==> src/rtl/cdb_arbiter_if.sv <==
// Result-bus handshake between the functional units and the CDB arbiter.
interface cdb_arbiter_if;
  logic [7:0] req;
  logic [7:0] lock;
  logic       cdb_ready;
  logic [2:0] sel;
  logic [7:0] gnt;
  logic       cdb_valid;
  logic [7:0] done;

  modport master (
    output req, lock, cdb_ready,
    input  sel, gnt, cdb_valid, done
  );

  modport slave (
    input  req, lock, cdb_ready,
    output sel, gnt, cdb_valid, done
  );
endinterface

==> src/rtl/cdb_arbiter.sv <==
// Round-robin common-data-bus arbiter for 8 functional units, with optional
// locked bursts of up to MAX_LOCK consecutive transfers per owner.
module cdb_arbiter #(
  parameter int unsigned MAX_LOCK = 4
) (
  input  logic          clk,
  input  logic          reset,
  cdb_arbiter_if.slave  bus
);

  typedef enum logic {IDLE, GRANT} state_e;

  localparam logic [2:0] LOCK_LIM = 3'(MAX_LOCK - 1);

  state_e     state_q, state_d;
  logic [7:0] gnt_q, gnt_d;
  logic [2:0] sel_q, sel_d;
  logic [2:0] ptr_q, ptr_d;
  logic [2:0] lock_cnt_q, lock_cnt_d;

  logic [7:0] rel_req;
  logic [2:0] rel_ptr;
  logic [3:0] idle_pick, rel_pick;
  logic       transfer;

  // Returns {found, index} of the first set bit scanning p, p+1, ... with
  // natural 3-bit wrap; scanning downward lets the nearest hit overwrite.
  function automatic logic [3:0] rr_pick(input logic [7:0] v, input logic [2:0] p);
    logic [3:0] r;
    logic [2:0] idx;
    r = '0;
    for (int k = 7; k >= 0; k--) begin
      idx = p + 3'(k);
      if (v[idx]) r = {1'b1, idx};
    end
    return r;
  endfunction

  assign transfer  = (state_q == GRANT) && bus.cdb_ready;
  assign rel_ptr   = sel_q + 3'd1;
  assign rel_req   = bus.req & ~gnt_q;
  assign idle_pick = rr_pick(bus.req, ptr_q);
  assign rel_pick  = rr_pick(rel_req, rel_ptr);

  always_comb begin
    // NOTE: every next-state signal takes its hold value first, so no path
    // through the case leaves one unassigned and no latch is inferred.
    state_d    = state_q;
    gnt_d      = gnt_q;
    sel_d      = sel_q;
    ptr_d      = ptr_q;
    lock_cnt_d = lock_cnt_q;

    unique case (state_q)
      IDLE: begin
        if (idle_pick[3]) begin
          state_d = GRANT;
          sel_d   = idle_pick[2:0];
          gnt_d   = 8'b1 << idle_pick[2:0];
        end
      end
      GRANT: begin
        if (transfer) begin
          if (bus.lock[sel_q] && bus.req[sel_q] && (lock_cnt_q < LOCK_LIM)) begin
            lock_cnt_d = lock_cnt_q + 3'd1;
          end else begin
            lock_cnt_d = '0;
            ptr_d      = rel_ptr;
            if (rel_pick[3]) begin
              sel_d = rel_pick[2:0];
              gnt_d = 8'b1 << rel_pick[2:0];
            end else begin
              state_d = IDLE;
              gnt_d   = '0;
            end
          end
        end
      end
      default: state_d = IDLE;
    endcase
  end

  // NOTE: state registers use non-blocking assignments so every flop samples
  // the pre-edge values regardless of statement order.
  always_ff @(posedge clk or negedge reset) begin
    if (!reset) begin
      state_q    <= IDLE;
      gnt_q      <= '0;
      sel_q      <= '0;
      ptr_q      <= '0;
      lock_cnt_q <= '0;
    end else begin
      state_q    <= state_d;
      gnt_q      <= gnt_d;
      sel_q      <= sel_d;
      ptr_q      <= ptr_d;
      lock_cnt_q <= lock_cnt_d;
    end
  end

  assign bus.sel       = sel_q;
  assign bus.gnt       = gnt_q;
  assign bus.cdb_valid = (state_q == GRANT);
  assign bus.done      = gnt_q & {8{transfer}};

endmodule

==> src/flat_wrapper.sv <==
// flat-port wrapper written by rule: the top's interface ports become plain ports
module cdb_arbiter_flat 
#(
  parameter int unsigned MAX_LOCK = 4
)
  (clk, reset, bus_req, bus_lock, bus_cdb_ready, bus_sel, bus_gnt, bus_cdb_valid, bus_done);
  cdb_arbiter_if bus_i ();
  input  logic clk;
  input  logic reset;
  input wire logic [$bits(bus_i.req)-1:0] bus_req;
  input wire logic [$bits(bus_i.lock)-1:0] bus_lock;
  input wire logic [$bits(bus_i.cdb_ready)-1:0] bus_cdb_ready;
  output wire logic [$bits(bus_i.sel)-1:0] bus_sel;
  output wire logic [$bits(bus_i.gnt)-1:0] bus_gnt;
  output wire logic [$bits(bus_i.cdb_valid)-1:0] bus_cdb_valid;
  output wire logic [$bits(bus_i.done)-1:0] bus_done;
  assign bus_i.req = bus_req;
  assign bus_i.lock = bus_lock;
  assign bus_i.cdb_ready = bus_cdb_ready;
  assign bus_sel = bus_i.sel;
  assign bus_gnt = bus_i.gnt;
  assign bus_cdb_valid = bus_i.cdb_valid;
  assign bus_done = bus_i.done;
  cdb_arbiter #(.MAX_LOCK(MAX_LOCK)) u_core (.clk(clk), .reset(reset), .bus(bus_i));
endmodule
==> config.mk <==
export PLATFORM = sky130hd
export DESIGN_NAME = cdb_arbiter_flat
export DESIGN_NICKNAME = d
export VERILOG_FILES = /design/src/rtl/cdb_arbiter_if.sv /design/src/rtl/cdb_arbiter.sv /design/src/flat_wrapper.sv
export SDC_FILE = /design/constraint.sdc
export NUM_CORES = 1
export LEC_CHECK = 0
export ABC_AREA = 1
export CAP_MARGIN = 20
export CORE_ASPECT_RATIO = 1.5
export CORE_UTILIZATION = 50
export CTS_BUF_LIST = sky130_fd_sc_hd__clkbuf_4 sky130_fd_sc_hd__clkbuf_8 sky130_fd_sc_hd__clkbuf_16
export DETAILED_ROUTE_END_ITERATION = 10
export PLACE_DENSITY = 0.75
export SLEW_MARGIN = 5
export SYNTH_ARGS = -nofsm -noshare
export SYNTH_HDL_FRONTEND = slang
export SYNTH_SLANG_ARGS = --single-unit
export TNS_END_PERCENT = 1
==> constraint.sdc <==
create_clock -name clk -period 6.9 [get_ports clk]
set_input_delay 1.38 -clock clk [delete_from_list [all_inputs] [get_ports clk]]
set_output_delay 1.38 -clock clk [all_outputs]
set_load 0.05 [all_outputs]
# Word-level counts from Yosys, hierarchy flattened
# Index checks and enable logic that the tools add are counted.
[totals]
regBits = 18
latchBits = 0
mem_bits_rw = 0
rom_bits = 0
inputBits = 19
output_inout_bits = 20
elab_cells = 125
memories = 0
[classes]
n_addsub = 16
multipliers = 0
div = 0
magnitude_cmp = 18
eq_ne = 4
n_shift = 2
n_mux = 68
n_bitwise = 5
reduce_logical = 7
[op_table]
columns = ["operator", "count"]
rows = [
  ["$lt 3x4->1 const B", 17],
  ["$mux 4", 16],
  ["$bmux 1 s3", 18],
  ["$mux 8", 4],
  ["$add 3x3->3 const B", 8],
  ["$mux 1", 22],
  ["$and 8x8->8", 2],
  ["$pmux 8 s2", 1],
  ["$shl 1x3->8 const A", 2],
  ["$mux 3", 5],
  ["$add 3x1->3 const B", 4],
  ["$add 3x2->3 const B", 4],
  ["$not 8->8", 1],
  ["$ne 2x2->1 const B", 3],
  ["$pmux 3 s2", 1],
  ["$reduce_and 3->1", 2],
  ["$reduce_and 4->1", 1],
  ["$logic_and 1x1->1", 3],
  ["$lt 3x2->1 const B", 1],
  ["$ne 2x1->1 const B", 1],
  ["$not 1->1", 2],
  ["$pmux 1 s2", 1],
  ["$reduce_and 2->1", 1],
]

# Longest topological paths before layout
# Gate-level depths: netlist of run 1.
[logic_depth]
depth_word = 17
ltp_mapped = 23
depth_no_buf = 21

# Least setup slack after synthesis of run 1
# Ideal clock, no wire load.
[synth_timing]
path_type = "in2out"
start = "input port bus_cdb_ready"
end = "output port bus_done[0]"
t_arrival_ps = 2334
required_time_ps = 5520
path_slack_ps = 3186
cell_stages = 3
n_path_buf = 1
cell_sequence = "nand2_1 > clkbuf_1 > nor2_1"
[synth_between]
elab_chain_cells = 2
[synth_lines]
columns = ["item", "line", "source"]
rows = [
  ["from (decl)", "flat_wrapper.sv:12", "input wire logic [$bits(bus_i.cdb_ready)-1:0] bus_cdb_ready;"],
  ["$logic_and 1x1->1", "cdb_arbiter.sv:39", "assign transfer = (state_q == GRANT) && bus.cdb_ready;"],
  ["$and 8x8->8", "cdb_arbiter.sv:104", "assign bus.done = gnt_q & {8{transfer}};"],
  ["to (decl)", "flat_wrapper.sv:16", "output wire logic [$bits(bus_i.done)-1:0] bus_done;"],
]
# Every way passes these cells.

# Final worst setup path of run 1
[layout_timing]
start = "input port bus_cdb_ready"
end = "output port bus_done[5]"
# Same word-level chain as after synthesis.

==> key figures, run 1 <==
Finish
  • ANT cells: 0
  • Share of layout cells above drive strength 1: between 10% and 20%
  • Syn-to-layout area delta: 16.9%
  • Net count, final: ~480

Yosys
  • Post-Syn Area: ~2500 um2
  • Async SR Flop Fraction: 100%
  • Post-synthesis sequential area ratio: 18.0%
  • Synth unique cells: 33
  • Mapped Nets: 450
  • Top FF cell, synth: dfrtp_1
  • Syn_area_per_cell: 5.89 um2
  • EDFF count, synth: 0
  • Synth Warn #: 0
  • Seq cells post-synth: 18
  • Synth Instances: between 400 and 500

STA
  • FMAX: 0.222 GHz
  • Min cycle time layout: approximately 4.5 ns
  • Fin. Hold Viols: 0
  • Final Cycle Share: 65.4%
  • PnR worst setup slack: 2.39 ns
  • Max-slew violations: 0
  • Worst-Margin Slew: 0.801 ns
  • Total negative setup slack: 0 ns
  • Setup violators final: 0
  • Skew final: 0.00421 ns
  • Relative slew margins: 46.4%
  • Hold Slack: 0.500 ns
  • RSZ-0062 raised after global routing: no

Critical path
  • CP Class: in -> out
  • Worst Path Required: 5.52 ns
  • Setup crit start kind: input pin
  • CP Max Fanout: 13
  • Worst setup EP type: output port
  • CP arrival: between 3 and 4 ns

Detailed routing
  • DR DRC count: 0
  • Antenna Nets Post-Route: 0
  • Avg Vias per Cell: approximately 5.5
  • Initial DRC Count: 160
  • Total Wirelength: 7.58 mm
  • First-pass DRT Iterations: 5
  • Avg WL per Cell: 14.5 um
  • Via Count: 2862

Clock tree
  • Clock latency on the worst-skew pair: approximately 0.25 ns
  • Post-CTS resize count: 0
  • Clock Tree Buf Depth: 2
  • Number of CTS-inserted buffers: 3
  • Root buf cell: clkbuf_8
  • CTS hold repair buffers: 0
  • # Post-CTS Setup Buffers: 0
  • Clk slew on worst S/H paths: about 0.060 ns
  • Clock sinks: 18
  • CTS HTree Levels: 1
  • CTS tree: yes

Global route
  • Number of global-route vias before repair: about 2500
  • GRT overflow: 0
  • Largest net degree at the start of global routing: 21
  • Initial antenna violation count: 0
  • First-pass GRT wire length: 11.9 mm
  • Gr usage total: 29.7%

Floorplanning
  • Row cnt: 31
  • DIE WIDTH: 59.8 um
  • Die area: 5310 um2
  • I/O Pins: 39
  • Core area: 4810 um2
  • Starting Density: 52.2%
  • Die height: slightly below 90 um

Placed design
  • Final HPWL DP: 6.20 mm
  • Gpl congestion: between 0.9 and 1
  • Place WS: 2.40 ns
  • PortBufs: 38

Min path
  • Hold Crit Class: reg -> reg

Run
  • Max_cap viols: 0

Run status
  • Status: finished, final reports clean
-- cell type report --
cell class	count	area (um2)
Tap cell	66	82.6
Fill cell	538	1880
Clock buffer	4	55.1
Inverter	46	185
Timing Repair Buffer	38	380
Multi-Input combinational cell	352	1780
Sequential cell	18	450
-- cells by family after synthesis --
family	share of synthesized area, %
flops	18.0
simple gates	58.9
xor+xnor	1.40
fa+ha+maj	2.49
compound gates	8.08
buf+inv	11.2
-- state kept, by name (all words and copies together), names as in the netlist --
name and count:
u_core.bus.gnt 8, u_core.bus.sel 3, u_core.lock_cnt_q 3, u_core.ptr_q 3, u_core.bus.cdb_valid 1
-- path summary, 6_finish.rpt --
check | startpoint | endpoint | slack (ns) | cells after the start
worst min-delay path | u_core.lock_cnt_q[2] | u_core.lock_cnt_q[2] | 0.50 | 2
max in group asynchronous | reset | u_core.ptr_q[0] | 4.81 | 1
worst max register to register | u_core.bus.sel[0] | u_core.bus.gnt[3] | 3.41 | 16
worst max-delay path | bus_cdb_ready | bus_done[5] | 2.39 | 4
worst min register to register | u_core.lock_cnt_q[2] | u_core.lock_cnt_q[2] | 0.50 | 2
min in group asynchronous | reset | u_core.bus.gnt[0] | 1.59 | 1
-- metrics by stage --
stage               area (um2)  instances  utilization, %
global placement          2880        520            59.8
global route              2930        524            61.0
CTS                       2930        524            61.0
detailed placement        2880        520            59.8
finish                    2930        524            61.0
floorplan                 2510        426               -
-- cells in the mapped netlist (2+ instances only) --
cell / number / area [um2]
nand3_4: 2 / 35.0
a21oi_1: 18 / 90.1
nor2_2: 2 / 12.5
nor2_1: 33 / 124
buf_4: 4 / 30.0
nor4_1: 3 / 18.8
ha_1: 5 / 62.6
nor3_1: 2 / 10.0
buf_6: 2 / 22.5
a21oi_2: 4 / 35.0
o21ai_0: 9 / 45.0
nand3_1: 91 / 455
inv_1: 38 / 143
xor2_1: 2 / 17.5
nand2_1: 138 / 518
nand3_2: 19 / 190
inv_2: 6 / 22.5
xnor2_1: 2 / 17.5
dfrtp_1: 18 / 450
clkbuf_1: 2 / 7.51
nand2_2: 14 / 87.6
-- layer usage --
layer | global-route usage, % | wire [um] | share of wire, % | vias up
li1 | - | - | - | 1458
met1 | 33.8 | 2910 | 38 | 1291
met2 | 54.1 | 4040 | 53 | 87
met3 | 2.05 | 293 | 3.9 | 26
met4 | 15.4 | 334 | 4.4 | 0
met5 | 0 | 0 | 0 | -
-- worst max-delay path, stage by stage --
cell,delay [ns]
clkdlybuf4s50_1,0.48
nand2_1,0.24
nor2_1,0.20
clkdlybuf4s50_1,0.82
-- cell usage in the layout, fill, tap and decap left out, drive strengths merged --
cell / count
nor4: 3
nand4: 1
o21a: 1
clkdlybuf4s50: 38
ha: 5
nand3: 112
clkbuf: 4
nand2: 153
a21o: 1
xor2: 2
nor2: 35
a31oi: 1
a21oi: 22
or3b: 1
dfrtp: 18
xnor2: 2
nor3: 2
inv: 46
o22ai: 1
o21ai: 10
Power of run 1 is left out: the tool's default activity adds up to more than one toggle a clock period on the data nets, which glitch-free logic cannot reach.
==> run 2, diff against run 1 <==
- clock period: 6.9 -> 4.3 ns (I/O delays scaled with it)
==> key figures, run 2 (same netlist as run 1, synthesis figures left out) <==
Critical path
  • CP Max Fanout: 13
  • Setup crit start kind: input pin
  • CP max stage cell: clkdlybuf4s50_1
  • Slowest stage delay, CP: 0.83 ns
  • CP Class: in -> out
  • CP arrival: about 2.6 ns
  • Cell Chain, Critical Path: clkdlybuf4s50_1, nand2_1, nor2_1, clkdlybuf4s50_1
  • Crit path buf inv count: 2
  • Dominant delay contributor by cell family on the critical path: buffers and inverters
  • Worst setup EP type: output port
  • Top cell by count, worst path: clkdlybuf4s50_1
  • Worst Path Required: 3.44 ns

STA
  • Worst-Margin Slew: 0.835 ns
  • Final Cycle Share: between 80% and 90%
  • PnR worst setup slack: 0.836 ns
  • FMAX: between 0.2 and 0.3 GHz
  • RSZ-0062 raised after global routing: no
  • Skew final: 0.00396 ns
  • Min cycle time layout: 3.46 ns
  • Fin. Hold Viols: 0
  • Max-slew violations: 0
  • Relative slew margins: roughly 44%
  • Setup violators final: 0
  • Total negative setup slack: 0 ns

Clock tree
  • CTS hold repair buffers: 0
  • Clk slew on worst S/H paths: 0.06 ns
  • Number of CTS-inserted buffers: 3
  • CTS HTree Levels: 1
  • Post-CTS resize count: 0
  • Clock latency on the worst-skew pair: 0.26 ns
  • CTS tree: yes
  • Root buf cell: clkbuf_8
  • Clock Tree Buf Depth: 2
  • # Post-CTS Setup Buffers: 0
  • Clock sinks: 18

Min path
  • Hold Crit Class: reg -> reg

Detailed routing
  • Via Count: approximately 2900
  • Avg Vias per Cell: 5.57
  • Avg WL per Cell: 14.9 um
  • Initial DRC Count: between 200 and 250
  • Antenna Nets Post-Route: 0
  • DR DRC count: 0
  • Total Wirelength: 7.82 mm
  • First-pass DRT Iterations: 5

Finish
  • Net count, final: 484
  • Max FFs per register: 8
  • Syn-to-layout area delta: 16.6%
  • Final instance area: ~2900 um2
  • Final core occ: 60.8%
  • Most common cell after layout, fill and taps aside: nand2_1
  • Share of layout cells above drive strength 1: 11.8%
  • Most frequent cells in the layout: nand2_1 (138), nand3_1 (91), inv_1 (38), clkdlybuf4s50_1 (38), nor2_1 (33)
  • ANT cells: 0

Global route
  • Initial antenna violation count: 0
  • Number of global-route vias before repair: 2565
  • Largest net degree at the start of global routing: 20
  • GRT overflow: 0
  • First-pass GRT wire length: between 10 and 15 mm
  • Gr usage total: 30.9%

Placed design
  • PortBufs: 38
  • Place WS: 0.861 ns
  • Gpl congestion: 0.902
  • Final HPWL DP: around 6.2 mm
  • Area after DPL: 2880 um2

Floorplanning
  • Die height: 88.8 um
  • Core area: 4810 um2
  • I/O Pins: 39
  • DIE WIDTH: approximately 60 um
  • Row cnt: 31
  • Die area: 5310 um2
  • Starting Density: 52.2%

Run status
  • Status: finished, final reports clean

Run
  • Max_cap viols: 0
run 2: stage by stage:
step	std cells	hold slack [ns]
2_1_floorplan	426	0.454
3_3_place_gp	521	0.472
3_5_place_dp	521	0.484
4_1_cts	524	0.501
5_1_grt	524	0.535
6_report	524	0.508
run 2: area by class of cell:
class / count / area [um2]
clock buffers: 3 / 41.3
flip-flops and latches: 18 / 450
fillers: 535 / 1880
repair buffers: 39 / 388
multi-input cells: 352 / 1780
inverters: 46 / 185
well taps: 66 / 82.6
run 2: path summary, 6_finish.rpt:
| check | cells past startpoint | to | slack [ns] | start |
|---|---|---|---|---|
| worst max-delay path | 4 | bus_done[5] | 0.84 | bus_cdb_ready |
| worst min-delay path | 2 | u_core.lock_cnt_q[2] | 0.51 | u_core.lock_cnt_q[2] |
| max in group asynchronous | 1 | u_core.lock_cnt_q[0] | 2.70 | reset |
| min in group asynchronous | 1 | u_core.bus.gnt[0] | 1.08 | reset |
| worst max register to register | 16 | u_core.bus.gnt[4] | 1.13 | u_core.ptr_q[0] |
| worst min register to register | 2 | u_core.lock_cnt_q[2] | 0.51 | u_core.lock_cnt_q[2] |
run 2: worst reg2reg max path, stage by stage, from the launching register on:
cell and delay, ns:
dfrtp_1 0.62, inv_2 0.20, ha_1 0.45, inv_1 0.27
nand3_1 0.23, nand3_1 0.17, nand2_1 0.11, inv_1 0.10
a21oi_1 0.06, o21ai_0 0.14, nand3_1 0.08, nand2_1 0.24
inv_1 0.09, nand3_1 0.09, nand2_1 0.05, nor2_1 0.10
nor2_1 0.05
run 2: per-layer routing:
| layer | track usage [%] | share of wire, % |
|---|---|---|
| met1 | 36.3 | 39 |
| met2 | 55.1 | 51 |
| met3 | 2.19 | 4.9 |
| met4 | 15.9 | 4.6 |
| met5 | 0 | 0 |
Power of run 2 is left out for the same reason.
